## config.mk

```make
export PLATFORM = sky130hd
export DESIGN_NAME = infoframe_scheduler
export DESIGN_NICKNAME = d
export VERILOG_FILES = /design/src/rtl/hdmi_infoframe_pkg.sv /design/src/rtl/infoframe_checksum.sv /design/src/rtl/infoframe_scheduler.sv
export SDC_FILE = /design/constraint.sdc
export NUM_CORES = 1
export LEC_CHECK = 0
export ABC_AREA = 1
export BUFFER_PORTS_ARGS = -buffer_cell sky130_fd_sc_hd__buf_2
export CORE_AREA = 2 2 490 492
export CTS_BUF_LIST = sky130_fd_sc_hd__clkbuf_2
export DETAILED_ROUTE_END_ITERATION = 7
export DIE_AREA = 0 0 492 494
export GPL_TIMING_DRIVEN = 0
export PLACE_DENSITY = 0.3
export SLEW_MARGIN = 10
export SYNTH_ARGS = -nofsm -noshare
export SYNTH_HDL_FRONTEND = slang
export SYNTH_SLANG_ARGS = --single-unit
```

## constraint.sdc

```tcl
create_clock -name clk_pixel -period 10.3 [get_ports clk_pixel]
set_input_delay 1.03 -clock clk_pixel [delete_from_list [all_inputs] [get_ports clk_pixel]]
set_output_delay 1.03 -clock clk_pixel [all_outputs]
set_load 0.005 [all_outputs]
```

## src/rtl/hdmi_infoframe_pkg.sv

```systemverilog
// Shared types and helpers for the InfoFrame scheduler: FSM states, packet
// layout (3 header bytes, 4 sub-packets of 7 bytes) and PB byte extraction.
package hdmi_infoframe_pkg;

  localparam int NUM_SRC_DEFAULT = 4;
  localparam int SUB_CNT         = 4;
  localparam int SUB_BYTES       = 7;
  localparam int PB_COUNT        = SUB_CNT * SUB_BYTES;

  typedef enum logic [1:0] {
    ST_IDLE  = 2'd0,
    ST_LOAD  = 2'd1,
    ST_READY = 2'd2
  } sched_state_t;

  typedef logic [7:0]                    pkt_byte_t;
  typedef logic [23:0]                   pkt_header_t;
  typedef logic [8*SUB_BYTES-1:0]        pkt_subpkt_t;
  typedef pkt_subpkt_t [SUB_CNT-1:0]     pkt_sub_t;

  // PB(7k+j) lives at sub[k][8j+7:8j], which flattens to bits [8n+7:8n].
  function automatic pkt_byte_t get_pb(input pkt_sub_t sub, input int unsigned n);
    logic [8*PB_COUNT-1:0] flat;
    flat = sub;
    return pkt_byte_t'(flat >> (8 * n));
  endfunction

endpackage

```

## src/rtl/infoframe_checksum.sv

```systemverilog
// Combinational InfoFrame checksum: the byte that makes HB0..HB2 + PB0..PB27
// sum to zero mod 256 (PB0 itself is excluded from the input sum).
module infoframe_checksum
  import hdmi_infoframe_pkg::*;
(
  input  pkt_header_t header,
  input  pkt_sub_t    sub,
  output pkt_byte_t   checksum
);

  pkt_byte_t sum;

  always_comb begin
    sum = header[7:0] + header[15:8] + header[23:16];
    for (int unsigned n = 1; n < PB_COUNT; n++) begin
      sum = sum + get_pb(sub, n);
    end
    checksum = 8'h00 - sum;
  end

endmodule

```

## src/rtl/infoframe_scheduler.sv

```systemverilog
// Once-per-frame InfoFrame scheduler: round-robin over pending sources, loads
// the chosen packet (optionally with checksum) and offers it until taken.
module infoframe_scheduler
  import hdmi_infoframe_pkg::*;
#(
  parameter  int NUM_SRC = NUM_SRC_DEFAULT,
  localparam int SRC_W   = $clog2(NUM_SRC)
) (
  input  logic                     clk_pixel,
  input  logic                     reset_n,
  input  logic                     frame_start,
  input  logic                     packet_enable,
  input  logic [NUM_SRC-1:0]       src_enable,
  input  logic [NUM_SRC-1:0]       src_checksum_en,
  input  logic [NUM_SRC-1:0][23:0] src_header,
  input  pkt_sub_t [NUM_SRC-1:0]   src_sub,
  output logic                     pkt_valid,
  output logic [23:0]              pkt_header,
  output pkt_sub_t                 pkt_sub,
  output logic [SRC_W-1:0]         pkt_src,
  output logic [7:0]               missed_count
);

  localparam logic [SRC_W:0]   NUM_SRC_W1 = (SRC_W+1)'(NUM_SRC);
  localparam logic [SRC_W-1:0] LAST_SRC   = SRC_W'(NUM_SRC - 1);

  sched_state_t       state_reg;
  logic [NUM_SRC-1:0] pending_reg;
  logic [NUM_SRC-1:0] pending_next;
  logic [NUM_SRC-1:0] clr_mask;
  logic [NUM_SRC-1:0] eligible;
  logic [NUM_SRC-1:0] rr_rot;
  logic [SRC_W-1:0]   rr_ptr_reg;
  logic [SRC_W-1:0]   sel_reg;
  logic [SRC_W-1:0]   rr_off;
  logic [SRC_W-1:0]   rr_pick;
  logic [SRC_W:0]     pick_sum;
  logic               rr_found;
  logic               accept;
  logic               overrun;
  pkt_header_t        mux_header;
  pkt_sub_t           mux_sub;
  pkt_sub_t           load_sub;
  pkt_byte_t          mux_checksum;

  assign accept = (state_reg == ST_READY) && packet_enable;

  // Accept clears first and frame_start sets second, so a coinciding frame re-arms.
  generate
    for (genvar gi = 0; gi < NUM_SRC; gi++) begin : g_pending
      assign clr_mask[gi]     = accept && (sel_reg == SRC_W'(gi));
      assign pending_next[gi] = src_enable[gi] & ((pending_reg[gi] & ~clr_mask[gi]) | frame_start);
      assign eligible[gi]     = pending_reg[gi] & src_enable[gi];
    end
  endgenerate

  assign overrun = frame_start && (|(pending_reg & ~clr_mask & src_enable));

  always_ff @(posedge clk_pixel or negedge reset_n) begin
    if (!reset_n) begin
      pending_reg  <= '0;
      missed_count <= '0;
    end else begin
      pending_reg <= pending_next;
      if (overrun && (missed_count != 8'hFF)) begin
        missed_count <= missed_count + 8'd1;
      end
    end
  end

  // Rotate so bit 0 is rr_ptr, take the first set bit, then rotate back.
  assign rr_rot = NUM_SRC'({eligible, eligible} >> rr_ptr_reg);

  always_comb begin
    rr_found = 1'b0;
    rr_off   = '0;
    for (int k = 0; k < NUM_SRC; k++) begin
      if (!rr_found && rr_rot[k]) begin
        rr_found = 1'b1;
        rr_off   = SRC_W'(k);
      end
    end
    pick_sum = {1'b0, rr_ptr_reg} + {1'b0, rr_off};
    if (pick_sum >= NUM_SRC_W1) begin
      pick_sum = pick_sum - NUM_SRC_W1;
    end
    rr_pick = pick_sum[SRC_W-1:0];
  end

  assign mux_header = src_header[sel_reg];
  assign mux_sub    = src_sub[sel_reg];

  infoframe_checksum u_checksum (
    .header   (mux_header),
    .sub      (mux_sub),
    .checksum (mux_checksum)
  );

  always_comb begin
    load_sub = mux_sub;
    if (src_checksum_en[sel_reg]) begin
      load_sub[0][7:0] = mux_checksum;
    end
  end

  always_ff @(posedge clk_pixel or negedge reset_n) begin
    if (!reset_n) begin
      state_reg  <= ST_IDLE;
      rr_ptr_reg <= '0;
      sel_reg    <= '0;
      pkt_valid  <= 1'b0;
      pkt_header <= '0;
      pkt_sub    <= '0;
      pkt_src    <= '0;
    end else begin
      case (state_reg)
        ST_IDLE: begin
          if (rr_found) begin
            sel_reg   <= rr_pick;
            state_reg <= ST_LOAD;
          end
        end
        ST_LOAD: begin
          pkt_header <= mux_header;
          pkt_sub    <= load_sub;
          pkt_src    <= sel_reg;
          pkt_valid  <= 1'b1;
          state_reg  <= ST_READY;
        end
        ST_READY: begin
          if (packet_enable) begin
            rr_ptr_reg <= (sel_reg == LAST_SRC) ? '0 : sel_reg + 1'b1;
            pkt_valid  <= 1'b0;
            state_reg  <= ST_IDLE;
          end else if (!src_enable[sel_reg]) begin
            pkt_valid <= 1'b0;
            state_reg <= ST_IDLE;
          end
        end
        default: begin
          pkt_valid <= 1'b0;
          state_reg <= ST_IDLE;
        end
      endcase
    end
  end

endmodule

```

Yosys cells after proc, flatten, opt, wreduce, memory -nomap -nowiden

Index checks and enable logic that the tools add are counted.

Add/sub/neg operators: 34
Multipliers: 0
Divide/modulo/power cells: 0
$lt $le $gt $ge: 2
Equal/unequal tests: 8
Shift-type cells: 1
Muxes and demuxes: 25
Bitwise gates (word level): 24
Reductions and logical operators: 20

Operators by type and width:

| cell                                                               | count |
|---|---|
| 224-bit binary-select mux with 2-bit select                        | 1 |
| 8-bit adder                                                        | 29 |
| 224-bit two-way mux                                                | 1 |
| 24-bit binary-select mux with 2-bit select                         | 1 |
| 24-bit two-way mux                                                 | 1 |
| 2-bit two-way mux                                                  | 7 |
| 1-bit bitwise AND                                                  | 12 |
| 1-bit logical AND                                                  | 10 |
| 1-bit two-way mux                                                  | 9 |
| 8-bit by 1-bit adder with 8-bit output (second input constant)     | 1 |
| 4-bit bitwise AND                                                  | 2 |
| 8-bit two-way mux                                                  | 1 |
| 8-bit inequality test (second input constant)                      | 1 |
| 2-bit AND reduction                                                | 4 |
| 8-bit by 2-bit >> shifter with 4-bit output                        | 1 |
| 1-bit by 8-bit subtractor with 8-bit output (first input constant) | 1 |
| 2-bit == test (second input constant)                              | 3 |
| 2-bit one-hot mux with 3 select lines                              | 1 |
| 1-bit NOT                                                          | 5 |
| 1-bit binary-select mux with 2-bit select                          | 2 |
| 2-bit by 1-bit == test with 1-bit output (second input constant)   | 2 |
| 2-bit logical NOT                                                  | 2 |
| 4-bit NOT                                                          | 1 |
| 1-bit OR                                                           | 4 |
| other kinds (10)                                                   | 12 |

Bits in registers: 269
Bits in latches: 0
Bits in writable memories: 0
Memory bits (read-only): 0
Input bits: 1,004
Output and inout bits: 259
Logic and storage cells: 126
Memories: 0

Depth between registers and ports, before layout

Depth after elaboration: 33
Depth in mapped cells: 41
Depth with buffers taken out: 36

Modules after synthesis

Synthesis repeated with hierarchy kept, for this count alone.

Cells, all modules: 3,296
Area, all modules: 24,717.5 µm²

Modules (own cells, without submodules):

| module              | instances | cells each | area an instance (µm²) | sequential area each (µm²) |
|---|---|---|---|---|
| infoframe_scheduler | 1         | 2,669      | 19,152.1               | 6,731.5 |
| infoframe_checksum  | 1         | 627        | 5,565.3                | 0.0 |

Least setup slack after synthesis

Ideal clock, no wire load.

Path kind: flip-flop to flip-flop
From: register sel_reg[0]
To: register pkt_sub[7] (netlist name)
Setup time: 77 ps
Data arrival time: 7,434 ps
Data required time: 10,223 ps
Path slack: 2,788 ps
Cell stages (with the launch flop): 38
Path buffers: 5
Period minus slack after synthesis: 7,512 ps
Cells stage by stage: dfrtp_1 > buf_6 > inv_6 > buf_2 > buf_2 > buf_2 > clkbuf_1 > nand2_1 > a32o_1 > fa_1 > fa_1 > inv_1 > fa_1 > fa_1 > inv_1 > fa_1 > fa_1 > fa_1 > [2 not listed] > inv_1 > fa_1 > nand3b_1 > nand2_1 > nand2_1 > nand2_1 > nand3_1 > nand2_1 > nand2_1 > nand2_1 > nand2_1 > nand2_1 > nand3_1 > nand2_1 > inv_1 > nand2_1 > nand3_1 > a21oi_1

Longest elaborated chain between the ends: 33
Elaborated cells on any way between the ends: 37
Those cells by class: add/sub (30); mux (7)

RTL lines:

| what                                        | line                       | text |
|---|---|---|
| start, declared                             | infoframe_scheduler.sv:34  | `logic [SRC_W-1:0] sel_reg;` |
| start signal, assigned                      | infoframe_scheduler.sv:119 | `sel_reg <= rr_pick;` |
| 24-bit binary-select mux with 2-bit select  | infoframe_scheduler.sv:90  | `assign mux_header = src_header[sel_reg];` |
| 24-bit two-way mux (implied by the code)    | infoframe_scheduler.sv:90  |  |
| 8-bit adder (2 in a row)                    | infoframe_checksum.sv:14   | `sum = header[7:0] + header[15:8] + header[23:16];` |
| 8-bit adder (27 in a row)                   | infoframe_checksum.sv:16   | `sum = sum + get_pb(sub, n);` |
| 1-bit by 8-bit subtractor with 8-bit output | infoframe_checksum.sv:18   | `checksum = 8'h00 - sum;` |
| 8-bit two-way mux (*)                       | infoframe_scheduler.sv:101 | `if (src_checksum_en[sel_reg]) begin` |
| end signal, assigned                        | infoframe_scheduler.sv:125 | `pkt_sub <= load_sub;` |
| end, declared                               | infoframe_scheduler.sv:19  | `output pkt_sub_t pkt_sub,` |

Every way passes the cells marked *; elsewhere a longest branch is shown, timed or not. The select of a mux whose other input is x is not followed.
A chain may end at the register's enable or synchronous reset.

==> run metrics <==
Cell Count Post-Placement=7589; Final HPWL DP=230000 um; hold crit path type=input port to register; WP data arrival=11170 ps; Synth warnings=0; minimum clock period=9860 ps; Remaining Overflow, GRT=0; TNS Setup=0 ps; nets=6205; CTS Sinks=269; Die X=492 um; final core occ=16.6%; Clock transition at path regs=110 ps; commonest non-fill, non-tap cell in the layout=buf_2; number of global-route vias before repair=32900; first-pass GRT wire length=337000 um; final hold vios=0; Avg Cell Area, Syn=7.17 um2; routed wire length=267000 um; setup slack after layout=438 ps; Regs by FF count=pkt_sub (224), pkt_header (24), missed_count (8); Yosys cell types=32; Top cell by count, worst path=fa_1; Most flops, register=pkt_sub; vias=31900; root buf cell=clkbuf_2; DR pass1 iterations=5; Worst Path Max Fanout=10; largest net degree at the start of global routing=85; worst rel slew slack=15.4%; IO Count=1263; Tot GR Track Use=21.2%; Peak Freq=0.101 GHz; Critical Path Slowest Stage Cell=fa_1; WL/cell=32.2 um; full die area=243000 um2; detailed-route DRC error count=0; Multi-input gate area=14200 um2; endpoint type of the worst setup path=register; gpl congestion=0.964; ratio of final minimum period to clock period=95.7%; Mapped Area=22600 um2; Finished Layout Cells=8300; vias per std cell=3.84; CTS tree=done; Crit path required time=11610 ps; crit path kind=register to register; 1st-iter DRT viols=2194; Setup Skew=117 ps; final antenna-violating net count=0; Clock Latency Late Sink=1450 ps; Max Slew Vio Count=0; sequential-to-total area share from yosys stat=29.8%; Fill cells=27800; CTS H-tree depth=3; Num CTS Buffers=98; max cap viols=0; Finish-stage setup viols=0; startpoint class of the critical path=register; status=completed; Post-CTS Setup Repair Bufs=0; max FFs per register=224; Initial Util=9.50%; core area=237000 um2; Yosys reg bits=269; Post-Place Setup Slack=-834 ps; Synthesized Nets=4353; Worst-Margin Slew=1270 ps; FF/Latch Area=6730 um2; most frequent cells in the layout=1289 x buf_2, 1064 x nand2_1, 476 x dlygate4sd3_1; RSZ-0062 raised after global routing=no; chip height=494 um; initial antenna violation count=178; Max stage delay on crit path=670 ps; Longest Clk Path Bufs=3; port bufs=1262; layout cells sized above 1=31.1%; Rows=179; Area Growth Syn to Fin=74.3%; Synth Instances=3146
-- cells in the mapped netlist (all sizes together) --
master,n,area share (%)
a211oi,1,0.033
a21oi,87,1.9
a31oi,5,0.14
a32o,78,3.5
buf,65,1.6
clkbuf,158,2.6
dfrtp,269,30
fa,171,15
ha,32,1.8
inv,203,3.4
mux2,1,0.050
nand2,1069,18
nand3,111,2.6
nand3b,6,0.20
nand4,7,0.19
nor2,307,5.1
nor3,1,0.022
o211ai,1,0.033
o21ai,407,9.0
o22ai,142,3.9
o311ai,1,0.039
or2,1,0.028
xnor2,12,0.47
xor2,11,0.43
-- per-stage QoR --
step	instance area, um2	hold slack [ps]
after global placement	32800	461
final	39300	315
after detailed placement	33200	462
after CTS	39000	0.161
after floorplan	22600	464
after global routing	39200	105
-- metal layers --
| metal | part of all wire, % | wire (um) | global-route usage, % |
|---|---|---|---|
| met5 | 0.14 | 374 | 0 |
| met3 | 6.4 | 17000 | 4.80 |
| met1 | 41 | 110000 | 25.5 |
| met2 | 49 | 131000 | 37.5 |
| met4 | 3.5 | 9250 | 6.41 |
-- critical path, delay by kind of cell (launching register included) --
family,cells,cell delay (ps)
buffers and inverters,9,2300
DFF,1,530
and+or+nand+nor,13,1480
AOI/OAI and AO/OA,2,620
adders and majority gates,9,4700
-- logic make-up after synthesis --
kind of cell	synth area share (%)
multiplexers	0.0499
AO/OA/AOI/OAI	18.6
flip-flops	29.8
buffers and inverters	7.68
XOR/XNOR	0.893
AND/OR/NAND/NOR	26.0
adder cells (fa/ha/maj)	17.0
-- final cells by class --
| cell class | instances | area share, % |
|---|---|---|
| multi-input combinational | 2451 | 36.2 |
| timing repair buffer | 1754 | 29.1 |
| sequential | 269 | 17.1 |
| tap | 3167 | 10.1 |
| buffer | 221 | 2.82 |
| inverter | 203 | 1.96 |
| clock buffer | 139 | 1.77 |
| clock inverter | 35 | 0.554 |
| antenna | 61 | 0.388 |
-- path summary, 6_finish.rpt --
check | from | depth (start not counted) | slack (ps) | end
min in group asynchronous | reset_n | 4 | 780 | pkt_header[22]
max in group asynchronous | reset_n | 5 | 8440 | pkt_sub[151]
hold / removal | src_sub[136] | 4 | 320 | pkt_sub[136]
setup / recovery | sel_reg[0] | 33 | 440 | pkt_sub[7]
hold reg to reg | pkt_sub[150] | 2 | 480 | pkt_sub[150]
setup reg to reg | sel_reg[0] | 33 | 440 | pkt_sub[7]
-- what timing repair did --
action / in CTS / in global routing
hold buffers: 477 / 0
endpoints found under the setup margin: 4 / 1
endpoints found under the hold margin: 422 / 0
resized for setup: 51 / 49
pin swaps: 0 / 0
Power is left out: the tool's default activity adds up to more than one toggle a clock period on the data nets, which glitch-free logic cannot reach.
